**src/rtl/abp_receiver_ctrl.sv**
```systemverilog
// Receiver-side Alternating Bit Protocol sequencer: classifies decoded packets,
// delivers new payloads, re-ACKs duplicates and keeps saturating statistics.
module abp_receiver_ctrl #(
  parameter logic [7:0] ACK_BASE = 8'hA0,
  parameter int         CNT_W    = 16
) (
  input  logic             aclk,
  input  logic             aresetn,
  input  logic             pkt_valid,
  output logic             pkt_ready,
  input  logic             pkt_bit,
  input  logic [63:0]      pkt_value,
  input  logic             pkt_err,
  output logic             expected_bit,
  output logic             m_valid,
  input  logic             m_ready,
  output logic [63:0]      m_value,
  output logic             ack_tvalid,
  input  logic             ack_tready,
  output logic [7:0]       ack_tdata,
  output logic             ack_tlast,
  output logic [CNT_W-1:0] cnt_new,
  output logic [CNT_W-1:0] cnt_dup,
  output logic [CNT_W-1:0] cnt_err
);

  localparam logic [1:0] S_IDLE     = 2'd0;
  localparam logic [1:0] S_CHECK    = 2'd1;
  localparam logic [1:0] S_DELIVER  = 2'd2;
  localparam logic [1:0] S_SEND_ACK = 2'd3;

  localparam logic [CNT_W-1:0] CNT_ONE = {{(CNT_W-1){1'b0}}, 1'b1};

  logic [1:0]       state_q,      state_d;
  logic             pkt_ready_q,  pkt_ready_d;
  logic             bit_q,        bit_d;
  logic [63:0]      val_q,        val_d;
  logic             err_q,        err_d;
  logic             is_new_q,     is_new_d;
  logic             exp_q,        exp_d;
  logic             m_valid_q,    m_valid_d;
  logic [63:0]      m_value_q,    m_value_d;
  logic             ack_tvalid_q, ack_tvalid_d;
  logic [7:0]       ack_tdata_q,  ack_tdata_d;
  logic             ack_tlast_q,  ack_tlast_d;
  logic [CNT_W-1:0] cnt_new_q,    cnt_new_d;
  logic [CNT_W-1:0] cnt_dup_q,    cnt_dup_d;
  logic [CNT_W-1:0] cnt_err_q,    cnt_err_d;

  // Statistics stick at all-ones instead of wrapping.
  function automatic logic [CNT_W-1:0] sat_inc(input logic [CNT_W-1:0] c);
    return (&c) ? c : c + CNT_ONE;
  endfunction

  function automatic logic [7:0] ack_byte(input logic b);
    return ACK_BASE | {7'd0, b};
  endfunction

  always_comb begin
    state_d      = state_q;
    pkt_ready_d  = pkt_ready_q;
    bit_d        = bit_q;
    val_d        = val_q;
    err_d        = err_q;
    is_new_d     = is_new_q;
    exp_d        = exp_q;
    m_valid_d    = m_valid_q;
    m_value_d    = m_value_q;
    ack_tvalid_d = ack_tvalid_q;
    ack_tdata_d  = ack_tdata_q;
    ack_tlast_d  = ack_tlast_q;
    cnt_new_d    = cnt_new_q;
    cnt_dup_d    = cnt_dup_q;
    cnt_err_d    = cnt_err_q;

    case (state_q)
      S_IDLE: begin
        if (pkt_valid && pkt_ready_q) begin
          bit_d       = pkt_bit;
          val_d       = pkt_value;
          err_d       = pkt_err;
          pkt_ready_d = 1'b0;
          state_d     = S_CHECK;
        end
      end

      S_CHECK: begin
        // A malformed packet is dropped before its sequence bit is even looked at.
        if (err_q) begin
          cnt_err_d   = sat_inc(cnt_err_q);
          pkt_ready_d = 1'b1;
          state_d     = S_IDLE;
        end else if (bit_q == exp_q) begin
          m_value_d = val_q;
          m_valid_d = 1'b1;
          state_d   = S_DELIVER;
        end else begin
          cnt_dup_d    = sat_inc(cnt_dup_q);
          is_new_d     = 1'b0;
          ack_tvalid_d = 1'b1;
          ack_tlast_d  = 1'b1;
          ack_tdata_d  = ack_byte(bit_q);
          state_d      = S_SEND_ACK;
        end
      end

      S_DELIVER: begin
        // The ACK for new data is only raised once the consumer has taken it.
        if (m_ready) begin
          m_valid_d    = 1'b0;
          cnt_new_d    = sat_inc(cnt_new_q);
          is_new_d     = 1'b1;
          ack_tvalid_d = 1'b1;
          ack_tlast_d  = 1'b1;
          ack_tdata_d  = ack_byte(bit_q);
          state_d      = S_SEND_ACK;
        end
      end

      S_SEND_ACK: begin
        if (ack_tready) begin
          ack_tvalid_d = 1'b0;
          ack_tlast_d  = 1'b0;
          ack_tdata_d  = 8'd0;
          pkt_ready_d  = 1'b1;
          state_d      = S_IDLE;
          if (is_new_q) begin
            exp_d = ~exp_q;
          end
        end
      end

      default: begin
        pkt_ready_d = 1'b1;
        state_d     = S_IDLE;
      end
    endcase
  end

  always_ff @(posedge aclk or negedge aresetn) begin
    if (!aresetn) begin
      state_q      <= S_IDLE;
      pkt_ready_q  <= 1'b1;
      bit_q        <= 1'b0;
      val_q        <= 64'd0;
      err_q        <= 1'b0;
      is_new_q     <= 1'b0;
      exp_q        <= 1'b0;
      m_valid_q    <= 1'b0;
      m_value_q    <= 64'd0;
      ack_tvalid_q <= 1'b0;
      ack_tdata_q  <= 8'd0;
      ack_tlast_q  <= 1'b0;
      cnt_new_q    <= '0;
      cnt_dup_q    <= '0;
      cnt_err_q    <= '0;
    end else begin
      state_q      <= state_d;
      pkt_ready_q  <= pkt_ready_d;
      bit_q        <= bit_d;
      val_q        <= val_d;
      err_q        <= err_d;
      is_new_q     <= is_new_d;
      exp_q        <= exp_d;
      m_valid_q    <= m_valid_d;
      m_value_q    <= m_value_d;
      ack_tvalid_q <= ack_tvalid_d;
      ack_tdata_q  <= ack_tdata_d;
      ack_tlast_q  <= ack_tlast_d;
      cnt_new_q    <= cnt_new_d;
      cnt_dup_q    <= cnt_dup_d;
      cnt_err_q    <= cnt_err_d;
    end
  end

  assign pkt_ready    = pkt_ready_q;
  assign expected_bit = exp_q;
  assign m_valid      = m_valid_q;
  assign m_value      = m_value_q;
  assign ack_tvalid   = ack_tvalid_q;
  assign ack_tdata    = ack_tdata_q;
  assign ack_tlast    = ack_tlast_q;
  assign cnt_new      = cnt_new_q;
  assign cnt_dup      = cnt_dup_q;
  assign cnt_err      = cnt_err_q;

endmodule

```
**config.mk**
```make
export PLATFORM = sky130hd
export DESIGN_NAME = abp_receiver_ctrl
export DESIGN_NICKNAME = d
export VERILOG_FILES = /design/src/rtl/abp_receiver_ctrl.sv
export SDC_FILE = /design/constraint.sdc
export NUM_CORES = 1
export LEC_CHECK = 0
export ABC_AREA = 1
export BUFFER_PORTS_ARGS = -buffer_cell sky130_fd_sc_hd__buf_2
export CORE_MARGIN = 2
export CORE_UTILIZATION = 45
export CTS_CLUSTER_DIAMETER = 40
export DETAILED_ROUTE_END_ITERATION = 8
export PLACE_DENSITY = 0.69
export SETUP_SLACK_MARGIN = 0.1
export SLEW_MARGIN = 20
export SYNTH_ARGS = -nofsm -noshare
export SYNTH_HDL_FRONTEND = slang
export SYNTH_SLANG_ARGS = --single-unit
```
**constraint.sdc**
```tcl
create_clock -name aclk -period 2.74 [get_ports aclk]
set_clock_uncertainty 0.2 [all_clocks]
set_input_delay 0.137 -clock aclk [delete_from_list [all_inputs] [get_ports aclk]]
set_output_delay 0.137 -clock aclk [all_outputs]
set_load 0.005 [all_outputs]
```
==> reports/summary.log, run 1 <==
qor: status.run_status finished clean
qor: floorplanning.floorplan.initialDensity 46.3%
qor: floorplanning.die_h 141 um
qor: logic_synthesis.mappedNetlistArea 0.00840 mm^2
qor: timing.max_slew_margin 41.8%
qor: final_layout.final_nets 1377
qor: critical_path.critical_path.max_stage_delay 630 ps
qor: timing.final_period_minus_worst_setup_slack 2150 ps
qor: critical_path.critical_path.startpoint_type flip-flop
qor: floorplanning.die_w 141 um
qor: detailed_routing.dr_total_vias 7251
qor: place.routabilityCongestion 0.872
qor: clock_network.clkTransAtPathRegs 70 ps
qor: place.place_hpwl 12.9 mm
qor: place.placed_cell_area 0.00943 mm^2
qor: grt.antenna_found_initial 0
qor: clock_network.clock_sink_count 186
qor: logic_synthesis.synth_cells 1055
qor: timing.layout_worst_path_cycle_share 78.3%
qor: grt.first_global_vias 6635
qor: floorplanning.area_of_the_die 0.0198 mm^2
qor: final_layout.fillers 1673
qor: critical_path.critPathMaxFanout 50
qor: detailed_routing.drt-pass1-iter-count 5
qor: detailed_routing.ant_nets 0
qor: critical_path.critical_path.cell_chain xnor2_2 > nand2_2 > nor2_4 > inv_2 > buf_4 > nand2_1 > nand2_1
qor: power_and_ir_drop.report.power.total 9.67 mW
qor: critical_path.cp_slowest_cell sky130_fd_sc_hd__inv_2
qor: logic_synthesis.ys_types 28
qor: grt.grtUsageTotal 20.3%
qor: clock_network.cts_tree built
qor: clock_network.cts_made_buffers 17
qor: timing.tightestPinTransition 872 ps
qor: floorplanning.rows 49
qor: run.max-cap-violations 0
qor: detailed_routing.drt-initial-drc-count 334
qor: power_and_ir_drop.power_density 903 mW/mm^2
qor: clock_network.clk_latency 420 ps
qor: detailed_routing.detail_route.wl_per_cell 12.8 um
qor: timing.setup_viol 0
qor: grt.grt_max_degree 72
qor: grt.grt_remaining_overflow 0
qor: critical_path.worst_setup_path_end_kind flip-flop
qor: critical_path.data_required_critical_path 2900 ps
qor: power_and_ir_drop.p_leak 6.04 nW
qor: detailed_routing.routed_wl 19.7 mm
qor: place.port_buffers 190
qor: grt.wire_length_of_the_first_global_routing_pass 32.3 mm
qor: final_layout.post_route_cells_drive_above_1_share 18.8%
qor: timing.final_count_of_hold_timing_violations 0
qor: critical_path.critical_path.most_common_cell sky130_fd_sc_hd__nand2_1
qor: floorplanning.top_level_ports 196
qor: timing.final_max_slew_viol_count 0
qor: logic_synthesis.synth-warning-count 0
qor: clock_network.clock_tree.buffer_depth 2
qor: logic_synthesis.synth_area_leaders sky130_fd_sc_hd__dfrtp_1 (55%), sky130_fd_sc_hd__nand2_1 (28%), sky130_fd_sc_hd__nor2_1 (2.5%)
qor: critical_path.critical_path_class reg -> reg
qor: hold_path.holdCritPathClass in -> reg
qor: clock_network.clockRootBuffer sky130_fd_sc_hd__clkbuf_16
qor: floorplanning.placeableCoreArea 0.0181 mm^2
qor: logic_synthesis.syn-mean-instance-area 7.96 um^2
qor: logic_synthesis.post-synth-top-area-cell sky130_fd_sc_hd__dfrtp_1
qor: timing.fmax 466 MHz
qor: logic_synthesis.synthDominantCellAreaShare 55.1%
qor: logic_synthesis.proportion_of_synthesized_chip_area_in_sequential_cells 55.4%
qor: clock_network.cts.repair_timing.setup_buffer_count 0
qor: final_layout.syn_to_final_growth 27.5%
qor: detailed_routing.drc 0
qor: detailed_routing.vias_per_cell 4.69
qor: power_and_ir_drop.ir_drop 465 uV
qor: timing.rsz0062_at_grt false
qor: logic_synthesis.yosys_register_bits 186
qor: timing.fin_setup_tns 0 ps
qor: critical_path.timing.critical_path.arrival 2300 ps
qor: final_layout.finish.instance_area 0.0107 mm^2
qor: clock_network.clock_tree.htree_level_count 4
qor: final_layout.antennaDiodeCount 0
report_power, final:
part	internal [mW]	switching, mW
combinational	1.15	1.78
sequential	3.71	0.623
clock	1.30	1.12
total	6.15	3.52
timing repair:
action / 4_1_cts / 5_1_grt
resized for setup: 0 / 0
endpoints found under the hold margin: 208 / 0
hold buffers: 69 / 0
layout make-up:
type	instances	area, um^2	area share, %
tap	229	287	2.68
inverter	47	179	1.67
clock buffer	18	429	4.01
sequential	186	4660	43.5
multi-input combinational	784	3270	30.5
timing repair buffer	267	1740	16.2
clock inverter	14	154	1.44
sequential cells by signal, indices dropped and copies added (netlist names), named ones only:
name,cells
pkt_ready,1
expected_bit,1
cnt_dup,16
m_valid,1
cnt_new,16
state_q,1
val_q,64
is_new_q,1
ack_tdata,2
cnt_err,16
bit_q,1
m_value,64
err_q,1
per-layer routing:
metal / vias up / GRT usage [%] / wire, um
li1: 3682 / - / -
met1: 3350 / 26.6 / 9000
met2: 178 / 33.7 / 9470
met3: 41 / 3.87 / 765
met4: 0 / 7.42 / 481
met5: - / 0 / 0
cells in the final DEF, fill, tap and decap left out, types with 2 or more instances in the layout:
cell and instances:
sky130_fd_sc_hd__buf_2 189, sky130_fd_sc_hd__inv_8 4, sky130_fd_sc_hd__conb_1 5, sky130_fd_sc_hd__inv_1 43, sky130_fd_sc_hd__nand3b_1 2, sky130_fd_sc_hd__inv_6 4
sky130_fd_sc_hd__clkinvlp_4 3, sky130_fd_sc_hd__buf_12 2, sky130_fd_sc_hd__dfrtp_1 185, sky130_fd_sc_hd__xnor2_1 12, sky130_fd_sc_hd__xor2_1 11, sky130_fd_sc_hd__o21ai_0 9
sky130_fd_sc_hd__ha_1 3, sky130_fd_sc_hd__inv_2 3, sky130_fd_sc_hd__nand2_2 2, sky130_fd_sc_hd__nor2_1 56, sky130_fd_sc_hd__dlygate4sd3_1 69, sky130_fd_sc_hd__nand4_1 15
sky130_fd_sc_hd__nand3_1 25, sky130_fd_sc_hd__nand2_1 631, sky130_fd_sc_hd__nor2_4 4, sky130_fd_sc_hd__clkbuf_16 17, sky130_fd_sc_hd__buf_4 6, sky130_fd_sc_hd__o21ai_2 3
metrics by stage:
stage / worst slack [ps] / instances / utilization [%] / hold WS, ps
detailed placement: 581 / 1444 / 52.0 / -11.4
floorplan: 1020 / 1059 / - / -359
finish: 594 / 1545 / 59.0 / 38.9
CTS: 562 / 1545 / 59.0 / 8.78
global route: 425 / 1545 / 59.0 / 92.6
global placement: 598 / 1444 / 52.0 / -11.3
synth_stat cells:
cell type and n:
sky130_fd_sc_hd__nand2_1 632, sky130_fd_sc_hd__dfrtp_1 185, sky130_fd_sc_hd__nor2_1 56, sky130_fd_sc_hd__inv_1 44, sky130_fd_sc_hd__nand3_1 25, sky130_fd_sc_hd__nand4_1 15
sky130_fd_sc_hd__buf_6 14, sky130_fd_sc_hd__xnor2_1 12, sky130_fd_sc_hd__buf_4 11, sky130_fd_sc_hd__xor2_1 11, sky130_fd_sc_hd__buf_2 10, sky130_fd_sc_hd__o21ai_0 9
sky130_fd_sc_hd__clkbuf_1 7, sky130_fd_sc_hd__ha_1 3, sky130_fd_sc_hd__nor2_4 3, sky130_fd_sc_hd__o21ai_2 3, sky130_fd_sc_hd__inv_2 2, sky130_fd_sc_hd__nand3b_1 2
sky130_fd_sc_hd__nor2_2 2, sky130_fd_sc_hd__a21oi_2 1, sky130_fd_sc_hd__a31oi_1 1, sky130_fd_sc_hd__conb_1 1, sky130_fd_sc_hd__dfstp_2 1, sky130_fd_sc_hd__inv_4 1
sky130_fd_sc_hd__nand2_2 1, sky130_fd_sc_hd__nand2_4 1, sky130_fd_sc_hd__nor2_8 1, sky130_fd_sc_hd__xnor2_2 1
kinds of logic (layout without fill, tap and decap cells):
| logic type | Yosys count | count (layout) | share of synthesized area, % |
|---|---|---|---|
| simple gates | 738 | 738 | 34.5 |
| compound gates | 14 | 14 | 1.03 |
| fa+ha+maj | 3 | 3 | 0.447 |
| other cells | 1 | 5 | 0.0447 |
| xor+xnor | 24 | 24 | 2.59 |
| buf+inv | 89 | 346 | 5.90 |
| flops | 186 | 186 | 55.4 |
worst max-delay path: cells and delay by family, from the launching register on:
family,cells,cell delay [ps]
XOR/XNOR,1,200
buffers and inverters,2,960
flip-flops,1,420
AND/OR/NAND/NOR,4,280
worst paths after layout:
kind | startpoint | to | slack [ps] | cells after the start
worst min register to register | ack_tdata[0] | ack_tdata[0] | 270 | 2
worst min-delay path | pkt_valid | pkt_ready | 40 | 7
worst max register to register | bit_q | m_value[39] | 590 | 7
worst max-delay path | bit_q | m_value[39] | 590 | 7
max in group asynchronous | aresetn | val_q[59] | 1500 | 3
min in group asynchronous | aresetn | cnt_new[7] | 80 | 2
Note: power is estimated with default switching activity, not from simulation.
==> inputs of run 2 (changes only) <==
==> constraint.sdc (replaced) <==
create_clock -name aclk -period 2.1 [get_ports aclk]
set_clock_uncertainty 0.2 [all_clocks]
set_input_delay 0.105 -clock aclk [delete_from_list [all_inputs] [get_ports aclk]]
set_output_delay 0.105 -clock aclk [all_outputs]
set_load 0.005 [all_outputs]
==> run 2 against run 1 <==
Wire length rose by 4.2%. Critical endpoint is now cnt_dup[3]. Sequential share of layout area fell by 0.81 points. Sequential cell count did not move. Largest power group unchanged. Fmax rose by 16%.
==> reports/summary.log, run 2 (synthesized netlist as in run 1, its figures left out) <==
qor: clock_network.clkTransAtPathRegs 70 ps [about the same]
qor: grt.grt_remaining_overflow 0 [unchanged]
qor: critical_path.startpoint cnt_dup[1]
qor: grt.gr-usage-met1 28.0% [+1.4 points]
qor: final_layout.antennaDiodeCount 0 [unchanged]
qor: timing.final_max_slew_viol_count 0 [unchanged]
qor: power_and_ir_drop.p_leak 6.14 nW [+1.7%]
qor: floorplanning.top_level_ports 196 [unchanged]
qor: critical_path.critical_path.max_stage_delay 410 ps [-220 ps]
qor: final_layout.finish.instance_area 0.0109 mm^2 [+1.9%]
qor: critical_path.critical_path.cell_chain ha_1 > nand3_1 > inv_1 > nand3_1 > nor2_2 > nor2_4 > buf_12 > nand2_1 > nand2_1
qor: power_and_ir_drop.power_density 1180 mW/mm^2 [+31%]
qor: clock_network.clock_tree.buffer_depth 2 [unchanged]
qor: timing.setup_viol 0 [unchanged]
qor: final_layout.seq_area 0.00466 mm^2 [unchanged]
qor: grt.first_global_vias 7176 [+8.2%]
qor: grt.wire_length_of_the_first_global_routing_pass 34.2 mm [+6.0%]
qor: final_layout.fillers 1594 [-4.7%]
qor: critical_path.critPathMaxFanout 15 [-70%]
qor: timing.layout_worst_path_cycle_share 88.0% [+9.7 points]
qor: power_and_ir_drop.ir_drop 617 uV [+33%]
qor: grt.grtUsageTotal 21.2% [+0.98 points]
qor: clock_network.clk_latency 430 ps [about the same]
qor: floorplanning.area_of_the_die 0.0198 mm^2 [unchanged]
qor: status.run_status finished clean
qor: grt.grt_max_degree 65 [-9.7%]
qor: critical_path.critical_path_depth 9 [+2]
qor: detailed_routing.detail_route.wl_per_cell 13.2 um [+3.4%]
qor: detailed_routing.ant_nets 0 [unchanged]
qor: grt.grt_use_met3 3.91% [+0.034 points]
qor: final_layout.post_route_cells_drive_above_1_share 19.8% [+0.96 points]
qor: critical_path.worst_setup_path_end_kind flip-flop
qor: floorplanning.rows 49 [unchanged]
qor: floorplanning.placeableCoreArea 0.0181 mm^2 [unchanged]
qor: critical_path.critical_path.startpoint_type flip-flop
qor: timing.fmax 541 MHz [+16%]
qor: clock_network.cts_tree built
qor: timing.final_period_minus_worst_setup_slack 1850 ps [-297 ps]
qor: floorplanning.die_w 141 um [unchanged]
qor: clock_network.cts_made_buffers 17 [unchanged]
qor: place.placed_cell_area 0.00957 mm^2 [+1.5%]
qor: critical_path.timing.critical_path.arrival 1960 ps [-340 ps]
qor: critical_path.critical_path_s_top_delay_family simple AND/OR/NAND/NOR gates
qor: critical_path.worstRegToRegCells 9 [+2]
qor: grt.gr-usage-met2 35.9% [+2.1 points]
qor: clock_network.clock_tree.htree_level_count 4 [unchanged]
qor: detailed_routing.vias_per_cell 4.73 [+0.71%]
qor: critical_path.worst_setup_path_endpoint cnt_dup[3]
qor: grt.global_route.peak_usage_layer met2
qor: detailed_routing.dr_total_vias 7359 [+1.5%]
qor: detailed_routing.drt-pass1-iter-count 6 [+1]
qor: clock_network.clockRootBuffer sky130_fd_sc_hd__clkbuf_16
qor: final_layout.multiInputGateArea 0.00328 mm^2 [+0.31%]
qor: grt.antenna_found_initial 0 [unchanged]
qor: final_layout.layout_common_cells sky130_fd_sc_hd__nand2_1 (631), sky130_fd_sc_hd__buf_2 (189), sky130_fd_sc_hd__dfrtp_1 (185), sky130_fd_sc_hd__dlygate4sd3_1 (69), sky130_fd_sc_hd__nor2_1 (54)
qor: detailed_routing.drc 0 [unchanged]
qor: critical_path.worstPathBufferInverterCount 2 [unchanged]
qor: final_layout.layout.cells.most_common sky130_fd_sc_hd__nand2_1
qor: timing.final_count_of_hold_timing_violations 0 [unchanged]
qor: floorplanning.floorplan.initialDensity 46.3% [unchanged]
qor: critical_path.worst_r2r_endpoint cnt_dup[3]
qor: critical_path.cp_slowest_cell sky130_fd_sc_hd__dfrtp_1
qor: critical_path.crit-reg2reg-launch cnt_dup[1]
qor: detailed_routing.drt-initial-drc-count 327 [-2.1%]
qor: final_layout.syn_to_final_growth 30.0%
qor: floorplanning.die_h 141 um [unchanged]
qor: timing.rsz0062_at_grt false
qor: place.routabilityCongestion 0.851 [-2.5%]
qor: place.place_hpwl 13.3 mm [+3.3%]
qor: critical_path.rrSetupSlack 250 ps [-340 ps]
qor: place.port_buffers 190 [unchanged]
qor: final_layout.final_nets 1390 [+0.94%]
qor: hold_path.holdCritPathClass in -> reg
qor: critical_path.critical_path_class reg -> reg
qor: run.max-cap-violations 0 [unchanged]
qor: critical_path.data_required_critical_path 2210 ps [-690 ps]
qor: timing.fin_setup_tns 0 ps [unchanged]
qor: clock_network.clock_sink_count 186 [unchanged]
qor: detailed_routing.routed_wl 20.6 mm [+4.2%]
[run 2: cell types whose count changed in the layout (fill, tap and decap cells not counted), moves of 2 or more]
cell,previous run,this run
sky130_fd_sc_hd__buf_12,2,10
sky130_fd_sc_hd__buf_4,6,10
sky130_fd_sc_hd__clkinv_4,0,2
sky130_fd_sc_hd__inv_6,4,2
sky130_fd_sc_hd__inv_8,4,6
sky130_fd_sc_hd__nor2_1,56,54
[run 2: final cells by class]
type,instances,share of cell area (%)
Sequential cell,186,42.7
Tap cell,229,2.63
Clock inverter,14,1.38
Clock buffer,17,3.90
Inverter,47,1.64
Timing Repair Buffer,280,17.8
Multi-Input combinational cell,784,30.0
[run 2: timing repair]
item / in CTS / in global routing
hold buffers: 70 / 0
pin swaps: 0 / 2
endpoints found under the hold margin: 258 / 0
endpoints found under the setup margin: 15 / 23
setup buffers: 0 / 2
resized for setup: 1 / 3
[run 2: worst min path at each step]
stage          cells after the start  slack, ps       from                          to
3_5_place_dp                       1       -170    aresetn                 cnt_new[14]
3_3_place_gp                       1       -170    aresetn                 cnt_new[14]
5_1_grt                            7         60  pkt_valid                   pkt_ready
2_1_floorplan                      0       -390    aresetn  asynchronous set/reset pin
4_1_cts                            7          5  pkt_valid                   pkt_ready
6_report                           7         20  pkt_valid                   pkt_ready
[run 2: metrics by stage]
step	cells	utilization (%)	power, mW	hold WS, ps	worst slack, ps
after global routing	1557	60.1	13.9	60.2	106
after global placement	1454	52.7	9.53	-172	164
final	1557	60.1	12.9	16.6	251
after floorplan	1059	-	8.24	-391	380
after detailed placement	1454	52.7	9.67	-171	87.6
after CTS	1555	59.9	13.0	4.91	215
[run 2: power breakdown]
group,leakage [nW],total (mW),internal (mW),switching (mW)
Combinational,3.45,4.13,1.71,2.41
Sequential,2.41,5.64,4.84,0.808
Clock,0.277,3.12,1.59,1.53
Total,6.14,12.9,8.14,4.75
[run 2: per-layer routing]
metal / vias up / wire length [um]
met2: 159 / 10300
li1: 3715 / -
met3: 24 / 740
met4: 0 / 307
met5: - / 0
met1: 3461 / 9240
[run 2: worst register-to-register path, delay by kind of cell, from the launching register on]
kind / cells / cell delay (ps)
and+or+nand+nor: 6 / 660
DFF: 1 / 410
buffers and inverters: 2 / 250
adders and majority gates: 1 / 220
==> inputs of run 3 (changes only) <==
==> constraint.sdc (replaced) <==
create_clock -name aclk -period 1.9 [get_ports aclk]
set_clock_uncertainty 0.2 [all_clocks]
set_input_delay 0.095 -clock aclk [delete_from_list [all_inputs] [get_ports aclk]]
set_output_delay 0.095 -clock aclk [all_outputs]
set_load 0.005 [all_outputs]
==> run 3 against run 2 <==
Critical endpoint is now m_value[37]. Sequential cell count unchanged. Die area unchanged. Critical path depth decreased by 2. Register-to-register slack got worse by 90 ps. Final cell count increased by 1.3%. Fmax increased by 6.0%. Combinational power increased by 15%.
==> reports/summary.log, run 3 (synthesized netlist as in run 1, its figures left out) <==
qor: detailed_routing.drt-pass1-iter-count 6 [unchanged]
qor: critical_path.data_required_critical_path 2020 ps [-190 ps]
qor: final_layout.final_nets 1410 [+1.4%]
qor: detailed_routing.drc 0 [unchanged]
qor: timing.fmax 574 MHz [+6.0%]
qor: final_layout.layout.cells.most_common sky130_fd_sc_hd__nand2_1
qor: floorplanning.top_level_ports 196 [unchanged]
qor: power_and_ir_drop.seq_power_share 42.9% [-0.9 points]
qor: clock_network.clkTransAtPathRegs 70 ps [about the same]
qor: critical_path.timing.critical_path.arrival 1860 ps [-100 ps]
qor: place.routabilityCongestion 0.881 [+3.5%]
qor: floorplanning.placeableCoreArea 0.0181 mm^2 [unchanged]
qor: grt.first_global_vias 7161 [-0.21%]
qor: grt.grt_remaining_overflow 0 [unchanged]
qor: power_and_ir_drop.sw_frac_of_total 36.2% [-0.68 points]
qor: final_layout.layout.core_utilization 61.5% [+1.3 points]
qor: power_and_ir_drop.p_leak 6.24 nW [+1.6%]
qor: clock_network.cts_tree built
qor: power_and_ir_drop.power.internal 9.28 mW [+14%]
qor: floorplanning.floorplan.initialDensity 46.3% [unchanged]
qor: power_and_ir_drop.ir_drop 677 uV [+9.8%]
qor: grt.grt_max_degree 66 [+1.5%]
qor: run.max-cap-violations 0 [unchanged]
qor: timing.final_max_slew_viol_count 0 [unchanged]
qor: hold_path.holdCritPathClass in -> async
qor: detailed_routing.dr_total_vias 7478 [+1.6%]
qor: timing.tightestPinTransition 526 ps
qor: clock_network.clock_sink_count 186 [unchanged]
qor: final_layout.syn_to_final_growth 32.9%
qor: grt.antenna_found_initial 0 [unchanged]
qor: detailed_routing.drt-initial-drc-count 379 [+16%]
qor: power_and_ir_drop.power_switching 5.26 mW [+11%]
qor: place.place_hpwl 13.4 mm [+0.70%]
qor: power_and_ir_drop.power_density 1300 mW/mm^2 [+10%]
qor: power_and_ir_drop.power.share.clock 24.4% [+0.2 points]
qor: detailed_routing.detail_route.wl_per_cell 13.1 um [-0.69%]
qor: final_layout.layout_common_cells sky130_fd_sc_hd__nand2_1 (631), sky130_fd_sc_hd__buf_2 (189), sky130_fd_sc_hd__dfrtp_1 (182), sky130_fd_sc_hd__dlygate4sd3_1 (70), sky130_fd_sc_hd__nor2_1 (52)
qor: grt.grtUsageTotal 21.4% [+0.12 points]
qor: critical_path.worst_setup_path_end_kind flip-flop
qor: timing.layout_worst_path_cycle_share 91.8% [+3.7 points]
qor: critical_path.critPathMaxFanout 65 [+50]
qor: critical_path.critical_path_class reg -> reg
qor: timing.setup_viol 0 [unchanged]
qor: place.placed_cells_incl_taps 1469 [+1.0%]
qor: clock_network.clock_tree.buffer_depth 2 [unchanged]
qor: place.port_buffers 190 [unchanged]
qor: status.run_status finished clean
qor: detailed_routing.ant_nets 0 [unchanged]
qor: power_and_ir_drop.report.power.total 14.5 mW [+13%]
qor: floorplanning.die_w 141 um [unchanged]
qor: floorplanning.rows 49 [unchanged]
qor: detailed_routing.routed_wl 20.7 mm [+0.59%]
qor: final_layout.fillers 1580 [-0.88%]
qor: grt.wire_length_of_the_first_global_routing_pass 34.2 mm [about the same]
qor: final_layout.post_layout_nonfiller_instances 1577 [+1.3%]
qor: power_and_ir_drop.power.combinational.fraction 32.7% [+0.7 points]
qor: detailed_routing.vias_per_cell 4.74 [+0.33%]
qor: timing.rsz0062_at_grt false
qor: floorplanning.die_h 141 um [unchanged]
qor: clock_network.clockRootBuffer sky130_fd_sc_hd__clkbuf_16
qor: timing.final_count_of_hold_timing_violations 0 [unchanged]
qor: timing.max_slew_margin 65.0%
qor: final_layout.antennaDiodeCount 0 [unchanged]
qor: floorplanning.area_of_the_die 0.0198 mm^2 [unchanged]
qor: final_layout.post_route_cells_drive_above_1_share 21.6% [+1.8 points]
qor: critical_path.critical_path.startpoint_type flip-flop
qor: clock_network.clk_latency 420 ps [about the same]
qor: critical_path.rrSetupSlack 160 ps [-90 ps]
qor: timing.final_period_minus_worst_setup_slack 1740 ps [-105 ps]
qor: timing.whs 8.16 ps [-8.44 ps]
qor: clock_network.cts_made_buffers 17 [unchanged]
qor: clock_network.clock_tree.htree_level_count 4 [unchanged]
## run 3: metrics by stage
step,setup TNS (ps),setup slack [ps],instance area [um^2]
finish,0,156,11200
global route,0,93.1,11200
CTS,0,106,11000
detailed placement,-44.5,-21.3,9710
global placement,0,61.8,9710
floorplan,0,180,8410
## run 3: area by class of cell
type                       instances  area [um^2]  area share [%]
clock buffer                      18          439            3.94
sequential                       186         4660            41.8
tap                              229          287            2.57
timing repair buffer             299         2080            18.7
clock inverter                    13          151            1.36
multi-input combinational        785         3360            30.1
inverter                          47          179            1.60
## run 3: path summary, 6_finish.rpt
| kind | start | to | cells after the start |
|---|---|---|---|
| min in group aclk | pkt_value[29] | val_q[29] | 4 |
| max | expected_bit | m_value[37] | 7 |
| max in group asynchronous | aresetn | val_q[15] | 3 |
| max reg2reg | expected_bit | m_value[37] | 7 |
| min | aresetn | cnt_new[6] | 2 |
| min reg2reg | m_value[1] | m_value[1] | 2 |
## run 3: power by group through the flow
| stage | Clock [mW] | Combinational, mW | Sequential, mW |
|---|---|---|---|
| final | 3.55 | 4.75 | 6.23 |
| after global routing | 3.81 | 5.42 | 6.40 |
| after CTS | 3.64 | 4.70 | 6.20 |
| after detailed placement | 0 | 4.57 | 6.25 |
| after global placement | 0 | 4.45 | 6.23 |
| after floorplan | 0 | 2.91 | 6.20 |
## run 3: critical path, stage by stage (launching register included)
cell and delay, ps:
sky130_fd_sc_hd__dfrtp_2 460, sky130_fd_sc_hd__xnor2_4 260, sky130_fd_sc_hd__nand2_2 110, sky130_fd_sc_hd__nor2_4 160, sky130_fd_sc_hd__inv_2 60, sky130_fd_sc_hd__buf_12 190, sky130_fd_sc_hd__nand2_1 90, sky130_fd_sc_hd__nand2_1 50
## run 3: metal layers
layer,GRT usage [%],wire length (um),vias up
li1,-,-,3763
met1,28.0,9010,3463
met2,35.3,10300,211
met3,3.77,865,41
met4,9.11,529,0
met5,0,0,-
## run 3: what timing repair did
item                       4_1_cts  5_1_grt
hold endpoints to repair       258        0
resized for setup                2       18
hold buffers                    70        0
pin swaps                        0        4
buffers inserted                 0        6
gates cloned                     0        1
setup endpoints to repair       28      108
